==> config.mk <==
export PLATFORM = sky130hd
export DESIGN_NAME = status_led_sched
export DESIGN_NICKNAME = d
export VERILOG_FILES = /design/src/rtl/led_sched_pkg.sv /design/src/rtl/led_tick_gen.sv /design/src/rtl/status_led_sched.sv
export SDC_FILE = /design/constraint.sdc
export NUM_CORES = 1
export LEC_CHECK = 0
export ABC_AREA = 1
export CORE_ASPECT_RATIO = 1.5
export CORE_MARGIN = 8
export CORE_UTILIZATION = 59
export DETAILED_ROUTE_END_ITERATION = 12
export PLACE_DENSITY = 0.75
export SKIP_LAST_GASP = 1
export SYNTH_ARGS = -nofsm -noshare
export SYNTH_HDL_FRONTEND = slang
export SYNTH_SLANG_ARGS = --single-unit
export TNS_END_PERCENT = 1
==> constraint.sdc <==
create_clock -name clk -period 2.9 [get_ports clk]
set_clock_uncertainty 0.2 [all_clocks]
set_input_delay 0.58 -clock clk [delete_from_list [all_inputs] [get_ports clk]]
set_output_delay 0.58 -clock clk [all_outputs]
set_load 0.1 [all_outputs]
==> src/rtl/led_sched_pkg.sv <==
// Shared types for the status LED scheduler.
// Owner encodings, FSM state encoding and small helpers used by the top.
package led_sched_pkg;

   typedef enum logic [1:0] {
      MODE_HB  = 2'b00,
      MODE_ACT = 2'b01,
      MODE_ERR = 2'b10
   } mode_e;

   typedef enum logic [2:0] {
      S_HB      = 3'd0,
      S_ACT_ON  = 3'd1,
      S_ACT_OFF = 3'd2,
      S_ERR_ON  = 3'd3,
      S_ERR_OFF = 3'd4,
      S_ERR_GAP = 3'd5
   } state_e;

   // Owner reported on the mode pin for a given state.
   function automatic logic [1:0] mode_of(input state_e s);
      logic [1:0] m;
      m = MODE_HB;
      unique case (s)
         S_ACT_ON, S_ACT_OFF:           m = MODE_ACT;
         S_ERR_ON, S_ERR_OFF, S_ERR_GAP: m = MODE_ERR;
         default:                       m = MODE_HB;
      endcase
      return m;
   endfunction

endpackage

==> src/rtl/led_tick_gen.sv <==
// Free-running prescaler producing a one-clock tick every DIV clocks.
// Ports: clk, reset (async, active-high), tick_o (1 on the wrap cycle).
module led_tick_gen
   import led_sched_pkg::*;
#(
   parameter logic [25:0] DIV = 26'd2500000
) (
   input  logic clk,
   input  logic reset,
   output logic tick_o
);

   localparam int W = $clog2(DIV);
   localparam logic [W-1:0] LAST = W'(DIV - 26'd1);

   logic [W-1:0] cnt_q;

   always_ff @(posedge clk or posedge reset) begin
      if (reset) begin
         cnt_q <= '0;
      end else if (cnt_q == LAST) begin
         cnt_q <= '0;
      end else begin
         cnt_q <= cnt_q + W'(1);
      end
   end

   assign tick_o = (cnt_q == LAST);

endmodule

==> src/rtl/status_led_sched.sv <==
// Time-shares one status LED between error code, activity flash and heartbeat.
// Ports: clk, reset (async, active-high), err_code[3:0], act_pulse -> led, mode[1:0].
module status_led_sched
   import led_sched_pkg::*;
#(
   parameter logic [25:0] TICK_DIV        = 26'd2500000,
   parameter logic [7:0]  HB_TICKS        = 8'd10,
   parameter logic [7:0]  ACT_TICKS       = 8'd2,
   parameter logic [7:0]  PULSE_ON_TICKS  = 8'd4,
   parameter logic [7:0]  PULSE_OFF_TICKS = 8'd4,
   parameter logic [7:0]  CODE_GAP_TICKS  = 8'd20
) (
   input  logic       clk,
   input  logic       reset,
   input  logic [3:0] err_code,
   input  logic       act_pulse,
   output logic       led,
   output logic [1:0] mode
);

   logic       tick;
   state_e     state_q;
   logic [7:0] ph_cnt_q;
   logic [7:0] hb_cnt_q;
   logic [3:0] blink_q;
   logic [3:0] code_q;
   logic       hb_led_q;
   logic       act_pend_q;
   logic       led_q;
   logic [1:0] mode_q;

   logic       err_req;
   logic       act_done;
   logic       on_done;
   logic       off_done;
   logic       gap_done;
   logic [3:0] blink_d;

   led_tick_gen #(
      .DIV(TICK_DIV)
   ) u_tick (
      .clk   (clk),
      .reset (reset),
      .tick_o(tick)
   );

   assign err_req  = (err_code != 4'd0);
   assign act_done = tick && (ph_cnt_q == ACT_TICKS - 8'd1);
   assign on_done  = tick && (ph_cnt_q == PULSE_ON_TICKS - 8'd1);
   assign off_done = tick && (ph_cnt_q == PULSE_OFF_TICKS - 8'd1);
   assign gap_done = tick && (ph_cnt_q == CODE_GAP_TICKS - 8'd1);
   assign blink_d  = blink_q + 4'd1;

   // Heartbeat runs in every state so it stays in phase across preemption.
   always_ff @(posedge clk or posedge reset) begin
      if (reset) begin
         hb_cnt_q <= 8'd0;
         hb_led_q <= 1'b0;
      end else if (tick) begin
         if (hb_cnt_q == HB_TICKS - 8'd1) begin
            hb_cnt_q <= 8'd0;
            hb_led_q <= ~hb_led_q;
         end else begin
            hb_cnt_q <= hb_cnt_q + 8'd1;
         end
      end
   end

   always_ff @(posedge clk or posedge reset) begin
      if (reset) begin
         state_q    <= S_HB;
         ph_cnt_q   <= 8'd0;
         blink_q    <= 4'd0;
         code_q     <= 4'd0;
         act_pend_q <= 1'b0;
         led_q      <= 1'b0;
         mode_q     <= MODE_HB;
      end else begin
         // Outputs follow the current state one clock later.
         mode_q <= mode_of(state_q);
         unique case (state_q)
            S_HB:               led_q <= hb_led_q;
            S_ACT_ON, S_ERR_ON: led_q <= 1'b1;
            default:            led_q <= 1'b0;
         endcase

         act_pend_q <= act_pend_q | act_pulse;
         if (tick) begin
            ph_cnt_q <= ph_cnt_q + 8'd1;
         end

         unique case (state_q)
            S_HB: begin
               if (err_req) begin
                  state_q  <= S_ERR_ON;
                  code_q   <= err_code;
                  blink_q  <= 4'd0;
                  ph_cnt_q <= 8'd0;
               end else if (act_pend_q && tick) begin
                  // A request arriving on the start cycle re-arms.
                  state_q    <= S_ACT_ON;
                  ph_cnt_q   <= 8'd0;
                  act_pend_q <= act_pulse;
               end
            end
            S_ACT_ON, S_ACT_OFF: begin
               if (err_req) begin
                  state_q    <= S_ERR_ON;
                  code_q     <= err_code;
                  blink_q    <= 4'd0;
                  ph_cnt_q   <= 8'd0;
                  act_pend_q <= 1'b0;
               end else if (act_done) begin
                  state_q  <= (state_q == S_ACT_ON) ? S_ACT_OFF : S_HB;
                  ph_cnt_q <= 8'd0;
               end
            end
            S_ERR_ON: begin
               if (on_done) begin
                  blink_q  <= blink_d;
                  ph_cnt_q <= 8'd0;
                  state_q  <= (blink_d == code_q) ? S_ERR_GAP : S_ERR_OFF;
               end
            end
            S_ERR_OFF: begin
               if (off_done) begin
                  state_q  <= S_ERR_ON;
                  ph_cnt_q <= 8'd0;
               end
            end
            S_ERR_GAP: begin
               if (gap_done) begin
                  ph_cnt_q <= 8'd0;
                  if (err_req) begin
                     state_q <= S_ERR_ON;
                     code_q  <= err_code;
                     blink_q <= 4'd0;
                  end else begin
                     state_q <= S_HB;
                  end
               end
            end
            default: begin
               state_q  <= S_HB;
               ph_cnt_q <= 8'd0;
            end
         endcase
      end
   end

   assign led  = led_q;
   assign mode = mode_q;

endmodule
* Word-level counts from Yosys, hierarchy flattened
Cells that the tools add are included.
** Storage, ports and cells
- Logic and storage cells :: 83
- Bits of input ports :: 7
- Output and inout port bits :: 3
- Register bits :: 54
** Cells by class
- Mux-type cells :: 34
- Bitwise logic cells :: 2
- Reductions and logical operators :: 17
- Eq/ne operators :: 16
- $add $sub $neg :: 4
** Operators by type and width (count)
- $mux W8 :: 8
- $pmux W8 S4 :: 1
- $add A22 B1 Y22 const B :: 1
- $eq A22 B22 Y1 const B :: 1
- $mux W22 :: 1
- $mux W3 :: 7
- $mux W4 :: 5
- $add A8 B1 Y8 const B :: 2
- $pmux W3 S5 :: 1
- $pmux W4 S3 :: 1
- $eq A8 B1 Y1 const B :: 1
- $eq A8 B2 Y1 const B :: 1
- $eq A8 B4 Y1 const B :: 1
- $eq A8 B5 Y1 const B :: 1
- $pmux W4 S2 :: 1
- $eq A3 B2 Y1 const B :: 2
- $eq A3 B3 Y1 const B :: 2
- $ne A2 B2 Y1 const B :: 3
- $ne A3 B3 Y1 const B :: 2
- $reduce_or A2 Y1 :: 3
- $reduce_or A3 Y1 :: 2
- $reduce_and A5 Y1 :: 1
- $add A4 B1 Y4 const B :: 1
- $eq A4 B4 Y1 :: 1
- other kinds (14) :: 23

* Logic depth before layout (Yosys ltp)
- Depth in word-level cells :: 5
- Gate-level depth with buffers :: 12
- Mapped depth without buffers :: 12

* Hierarchy
From an unflattened synthesis, not the netlist that was laid out.
** Unflattened totals
- Cells, all modules :: 392
- Area total of the unflattened synthesis :: 3061.7 sq um
** Modules (own cells, without submodules)
- status_led_sched :: sequential area each 800.8 sq um, area each 1811.7 sq um, instances 1, cells each 234
- led_tick_gen :: sequential area each 550.5 sq um, area each 1249.9 sq um, instances 1, cells each 158

* Least setup slack after synthesis
Ideal clock, no wire load.
- Kind :: flip-flop to flip-flop
- Start :: reg u_tick.cnt_q[0]
- End :: reg u_tick.cnt_q[18]
- Period minus slack after synthesis :: 1772 ps
- Cell stages (with the launch flop) :: 10
- Arrival time :: 1453 ps
- Library setup time :: 119 ps
- Slack :: 1128 ps
- Buffers on the path :: 0
- Cell sequence :: dfrtp_1 > ha_1 > nand2_2 > nor2_4 > nand4_2 > or2_1 > nor2_4 > nand2_1 > a21oi_1 > nor2_1
** On the way
- Longest elaborated chain between the ends :: 2
- Elaborated cells between the ends (all ways) :: 3
** RTL lines
- from (decl) :: RTL line led_tick_gen.sv:16 : logic [W-1:0] cnt_q;
- from (signal assigned) :: RTL line led_tick_gen.sv:24 : cnt_q <= cnt_q + W'(1);
- $add A22 B1 Y22 / $eq A22 B22 Y1 (equally long branches) :: RTL line led_tick_gen.sv:24, led_tick_gen.sv:21
- $mux W22 (*) :: RTL line led_tick_gen.sv:21 : end else if (cnt_q == LAST) begin
Every way passes the cells marked *; elsewhere a longest branch is shown, timed or not.
A chain may end at the register's enable or synchronous reset.

* Worst setup path after layout
- Start :: reg u_tick.cnt_q[0]
- End :: reg ph_cnt_q[4]
** On the way
- Longest elaborated chain between the ends :: 5
- Elaborated cells between the ends (all ways) :: 13
** RTL lines
- $eq A22 B22 Y1 (*) :: RTL line led_tick_gen.sv:28 : assign tick_o = (cnt_q == LAST);
- $mux W8 (tied with other cells) :: RTL line status_led_sched.sv:88 : if (tick) begin
- $mux W8 (on tied branches) :: RTL line status_led_sched.sv:113, status_led_sched.sv:99
- $mux W8 (on tied branches) :: RTL line status_led_sched.sv:107, status_led_sched.sv:94
- $pmux W8 S4 (*) :: RTL line status_led_sched.sv:92 : unique case (state_q)
- to (signal assigned) :: RTL line status_led_sched.sv:89 : ph_cnt_q <= ph_cnt_q + 8'd1;
- to (decl) :: RTL line status_led_sched.sv:23 : logic [7:0] ph_cnt_q;
Marked as above.

==> flow_summary.html <==
<table>
<tr><th>Metric</th><th>Value</th></tr>
<tr><th colspan="2">Run status</th></tr>
<tr><td>Status</td><td>completed</td></tr>
<tr><th colspan="2">Logic synthesis</th></tr>
<tr><td>Post-synthesis mux area share</td><td>0%</td></tr>
<tr><td>Synthesized area per cell</td><td>7.56 um2</td></tr>
<tr><td>Mapped cell area</td><td>0.00320 mm2</td></tr>
<tr><td>Post-synthesis share of cell area spent on and, or, nand and nor gates</td><td>34.3%</td></tr>
<tr><td>Parity-gate share of the synthesized area counting xor and xnor cells</td><td>4.38%</td></tr>
<tr><td>Fraction of the yosys area taken by sequential cells</td><td>42.2%</td></tr>
<tr><td>Share of the synthesized area in compound gates (AO/OA/AOI/OAI)</td><td>around 8%</td></tr>
<tr><td>Flops &amp; latches, synth</td><td>54</td></tr>
<tr><td>Number of distinct library cells after synthesis</td><td>35</td></tr>
<tr><td>Largest family of logic cells by synthesized area</td><td>simple AND/OR/NAND/NOR gates</td></tr>
<tr><td>Syn Nets</td><td>approximately 440</td></tr>
<tr><td>Synth Warn #</td><td>0</td></tr>
<tr><td>Synth Area in Adders</td><td>about 2.3%</td></tr>
<tr><td>Number of instances in the synthesized netlist</td><td>between 400 and 500</td></tr>
<tr><th colspan="2">Setup path</th></tr>
<tr><td>Element type at the critical path end</td><td>register</td></tr>
<tr><td>Library cell contributing the largest single delay on the critical path</td><td>sky130_fd_sc_hd__dfrtp_1</td></tr>
<tr><td>Category of the worst setup path launch point</td><td>register</td></tr>
<tr><td>Data required time at the worst endpoint</td><td>2.95 ns</td></tr>
<tr><td>Data arrival time at the worst-slack endpoint</td><td>2.21 ns</td></tr>
<tr><td>Family with the most delay on the worst path</td><td>simple AND/OR/NAND/NOR gates</td></tr>
<tr><td>Crit Path Max Fanout</td><td>14</td></tr>
<tr><td>Critical path class</td><td>register to register</td></tr>
<tr><td>Worst path max stage delay</td><td>~0.38 ns</td></tr>
<tr><td>Cell type with the highest occurrence count on the critical path</td><td>sky130_fd_sc_hd__nand2_1</td></tr>
<tr><td>Bufs and invs on worst path</td><td>2</td></tr>
<tr><td>CP cell instances</td><td>ha_1 &gt; nand2_2 &gt; inv_1 &gt; nand2_1 &gt; nor2_2 &gt; nand3_4 &gt; inv_2 &gt; nand3_1 &gt; o21ai_1 &gt; nand2_1 &gt; nor2_1</td></tr>
<tr><th colspan="2">Die</th></tr>
<tr><td>Chip width</td><td>76.1 um</td></tr>
<tr><td>Io pins</td><td>10</td></tr>
<tr><td>Area of the die</td><td>0.00808 mm2</td></tr>
<tr><td>Die span in y</td><td>106 um</td></tr>
<tr><td>Core region area</td><td>0.00537 mm2</td></tr>
<tr><td># rows</td><td>33</td></tr>
<tr><td>Initial core utilization</td><td>slightly below 60%</td></tr>
<tr><th colspan="2">Cells and area</th></tr>
<tr><td>Final non-filler cell area</td><td>0.00347 mm2</td></tr>
<tr><td>Fin nets</td><td>452</td></tr>
<tr><td>Count of filler cells inserted in the layout</td><td>486</td></tr>
<tr><td>Area growth, synth to finish</td><td>8.60%</td></tr>
<tr><td># diodes</td><td>0</td></tr>
<tr><td>Fraction of final layout cells sized beyond drive strength 1</td><td>8.86%</td></tr>
<tr><th colspan="2">Clocking</th></tr>
<tr><td>Latest clock arrival within the worst-skew pair</td><td>0.31 ns</td></tr>
<tr><td>Clock tree buffer depth</td><td>2</td></tr>
<tr><td>CTS H-tree lvls</td><td>2</td></tr>
<tr><td># hold bufs at CTS</td><td>0</td></tr>
<tr><td>Post-CTS repair timing setup buffer count</td><td>0</td></tr>
<tr><td>CTS tree</td><td>done</td></tr>
<tr><td>Sinks on the clock net</td><td>54</td></tr>
<tr><td>Clock buffer count from CTS</td><td>5</td></tr>
<tr><td>Cell at the root of the clock tree</td><td>sky130_fd_sc_hd__clkbuf_8</td></tr>
<tr><td>Count of instances resized after the clock tree is built</td><td>0</td></tr>
<tr><td>Clock-pin slew of the registers on the worst-case setup and hold paths</td><td>0.10 ns</td></tr>
<tr><th colspan="2">Routing</th></tr>
<tr><td>Wire length per cell</td><td>12.9 um</td></tr>
<tr><td>Final routed wirelength across all metal layers</td><td>6590 um</td></tr>
<tr><td>Vias post-DR</td><td>~2700</td></tr>
<tr><td>Detailed Route Iter0 Violations</td><td>144</td></tr>
<tr><td>Antenna violation net count after detailed routing</td><td>0</td></tr>
<tr><td>Post-route DRC violation count</td><td>0</td></tr>
<tr><td>Post-DR vias/cell</td><td>roughly 5.4</td></tr>
<tr><td>Number of iterations in the first detailed-routing pass</td><td>4</td></tr>
<tr><th colspan="2">Global routing</th></tr>
<tr><td>Global-route track usage on met1</td><td>between 10% and 20%</td></tr>
<tr><td>Total congestion overflow after global routing</td><td>0</td></tr>
<tr><td>GR peak layer</td><td>met2</td></tr>
<tr><td>Maximum number of pins on one net before global-route repair</td><td>22</td></tr>
<tr><td>Wire length of the first global-routing pass</td><td>11800 um</td></tr>
<tr><td>Via count of the first global-routing pass</td><td>2764</td></tr>
<tr><td>Global Route met2 Usage</td><td>between 30% and 40%</td></tr>
<tr><td>Antenna violations before repair</td><td>0</td></tr>
<tr><td>Global-route usage over all layers</td><td>17.3%</td></tr>
<tr><td>Met3 Usage GRT</td><td>3.21%</td></tr>
<tr><th colspan="2">STA</th></tr>
<tr><td>Slew headroom</td><td>around 62%</td></tr>
<tr><td>Setup Viol. Count Final</td><td>0</td></tr>
<tr><td>Post-layout minimum cycle time</td><td>roughly 2.2 ns</td></tr>
<tr><td>Worst-margin pin slew</td><td>0.561 ns</td></tr>
<tr><td>Number of hold-slack violations in the final timing report</td><td>0</td></tr>
<tr><td>Peak Freq</td><td>462 MHz</td></tr>
<tr><td>Period Utilization, post-route</td><td>74.6%</td></tr>
<tr><td>Sum of negative setup slack</td><td>0 ns</td></tr>
<tr><td>Unrepaired setup endpoints after global routing</td><td>no</td></tr>
<tr><td>Total count of max-transition violations in the final report</td><td>0</td></tr>
<tr><th colspan="2">Power</th></tr>
<tr><td>Leakage Power</td><td>1.69 nW</td></tr>
<tr><td>Maximum vdd drop</td><td>0.537 mV</td></tr>
<tr><td>Power per Cell Area</td><td>631 mW/mm2</td></tr>
<tr><th colspan="2">Placed design</th></tr>
<tr><td>Placed wire-length estimate after detailed placement</td><td>5180 um</td></tr>
<tr><td>IO Port Bufs</td><td>9</td></tr>
<tr><td>Final weighted congestion in routability-driven placement</td><td>0.920</td></tr>
<tr><td>Standard cell area after detailed placement</td><td>0.00337 mm2</td></tr>
<tr><th colspan="2">Hold path</th></tr>
<tr><td>Worst hold-check path type</td><td>register to register</td></tr>
<tr><th colspan="2">Flow run</th></tr>
<tr><td>Number of max-cap violations</td><td>0</td></tr>
</table>
layout by cell type, fill, tap and decap left out, types with 2 or more instances in the layout:
master,count
sky130_fd_sc_hd__a21oi_1,15
sky130_fd_sc_hd__buf_4,5
sky130_fd_sc_hd__clkbuf_1,2
sky130_fd_sc_hd__clkbuf_8,5
sky130_fd_sc_hd__clkdlybuf4s50_1,6
sky130_fd_sc_hd__dfrtp_1,54
sky130_fd_sc_hd__ha_1,6
sky130_fd_sc_hd__inv_1,63
sky130_fd_sc_hd__inv_2,5
sky130_fd_sc_hd__nand2_1,92
sky130_fd_sc_hd__nand2_2,7
sky130_fd_sc_hd__nand2_4,3
sky130_fd_sc_hd__nand3_1,22
sky130_fd_sc_hd__nand3b_1,2
sky130_fd_sc_hd__nand4_1,17
sky130_fd_sc_hd__nor2_1,54
sky130_fd_sc_hd__nor2_2,4
sky130_fd_sc_hd__nor2_4,5
sky130_fd_sc_hd__nor3_1,13
sky130_fd_sc_hd__nor4_1,5
sky130_fd_sc_hd__o21ai_0,22
sky130_fd_sc_hd__o21bai_1,3
sky130_fd_sc_hd__xnor2_1,4
sky130_fd_sc_hd__xor2_1,12
kinds of logic after synthesis:
kind of cell	Yosys count
adder cells (fa/ha/maj)	6
flip-flops	54
XOR/XNOR	16
AND/OR/NAND/NOR	229
buffers and inverters	71
AO/OA/AOI/OAI	47
metal layers:
metal	vias to the layer above	part of all wire, %
li1	1388	-
met1	1259	40
met2	63	52
met3	21	3.9
met4	0	3.7
met5	-	0
path summary, 6_finish.rpt:
path / start / end / slack, ns / cells past startpoint
max in group asynchronous: reset / ph_cnt_q[0] / 1.49 / 3
worst min register to register: u_tick.cnt_q[0] / u_tick.cnt_q[0] / 0.27 / 1
worst min-delay path: u_tick.cnt_q[0] / u_tick.cnt_q[0] / 0.27 / 1
worst max register to register: u_tick.cnt_q[0] / ph_cnt_q[4] / 0.74 / 11
worst max-delay path: u_tick.cnt_q[0] / ph_cnt_q[4] / 0.74 / 11
min in group asynchronous: reset / u_tick.cnt_q[15] / 0.39 / 2
area by class of cell:
type	count	area, um2	share of cell area, %
clock inverters	1	30.0	0.864
repair buffers	11	97.6	2.81
flip-flops and latches	54	1350	38.9
multi-input cells	298	1570	45.1
well taps	70	87.6	2.52
clock buffers	7	76.3	2.20
inverters	69	264	7.60
flip-flops by register name (all words and copies together) (netlist names):
signal and count:
state_q 3, u_tick.cnt_q 22, mode 2, code_q 4
blink_q 4, act_pend_q 1, led 1, ph_cnt_q 8
hb_cnt_q 8, hb_led_q 1
power breakdown:
group | total, mW | internal, mW | switching (mW)
registers | 0.908 | 0.842 | 0.0661
logic | 0.787 | 0.237 | 0.551
clock network | 0.499 | 0.259 | 0.240
total | 2.19 | 1.34 | 0.857
per-stage QoR:
| stage | setup WS (ns) | util, % | power (mW) | hold WS [ns] | instances |
|---|---|---|---|---|---|
| floorplan | 0.805 | - | 1.54 | 0.229 | 423 |
| global placement | 0.734 | 62.8 | 1.70 | 0.243 | 502 |
| detailed placement | 0.713 | 62.8 | 1.71 | 0.252 | 502 |
| CTS | 0.744 | 64.7 | 2.21 | 0.266 | 510 |
| global route | 0.552 | 64.7 | 2.33 | 0.292 | 510 |
| finish | 0.736 | 64.7 | 2.19 | 0.266 | 510 |
cells in the mapped netlist:
library cell               number  share of area, %
sky130_fd_sc_hd__a21o_1         1              0.23
sky130_fd_sc_hd__a21oi_1       15               2.3
sky130_fd_sc_hd__a31oi_1        1              0.20
sky130_fd_sc_hd__and3_1         1              0.20
sky130_fd_sc_hd__buf_2          1              0.16
sky130_fd_sc_hd__buf_6          1              0.35
sky130_fd_sc_hd__clkinv_4       1              0.27
sky130_fd_sc_hd__dfrtp_1       54                42
sky130_fd_sc_hd__ha_1           6               2.3
sky130_fd_sc_hd__inv_1         64               7.5
sky130_fd_sc_hd__inv_2          4              0.47
sky130_fd_sc_hd__nand2_1       92                11
sky130_fd_sc_hd__nand2_2        7               1.4
sky130_fd_sc_hd__nand2_4        3               1.1
sky130_fd_sc_hd__nand3_1       22               3.4
sky130_fd_sc_hd__nand3_4        1              0.55
sky130_fd_sc_hd__nand3b_1       2              0.47
sky130_fd_sc_hd__nand4_1       17               3.3
sky130_fd_sc_hd__nand4_2        1              0.39
sky130_fd_sc_hd__nor2_1        54               6.3
sky130_fd_sc_hd__nor2_2         4              0.78
sky130_fd_sc_hd__nor2_4         5               1.8
sky130_fd_sc_hd__nor2_8         1              0.63
sky130_fd_sc_hd__nor3_1        13               2.0
sky130_fd_sc_hd__nor4_1         5              0.98
sky130_fd_sc_hd__o211ai_1       1              0.23
sky130_fd_sc_hd__o21a_1         1              0.23
sky130_fd_sc_hd__o21ai_0       22               3.4
sky130_fd_sc_hd__o21ai_1        1              0.16
sky130_fd_sc_hd__o21bai_1       3              0.70
sky130_fd_sc_hd__o22ai_1        1              0.20
sky130_fd_sc_hd__o31ai_1        1              0.23
sky130_fd_sc_hd__or2_1          1              0.20
sky130_fd_sc_hd__xnor2_1        4               1.1
sky130_fd_sc_hd__xor2_1        12               3.3
Power figures use the tool's default switching activity.
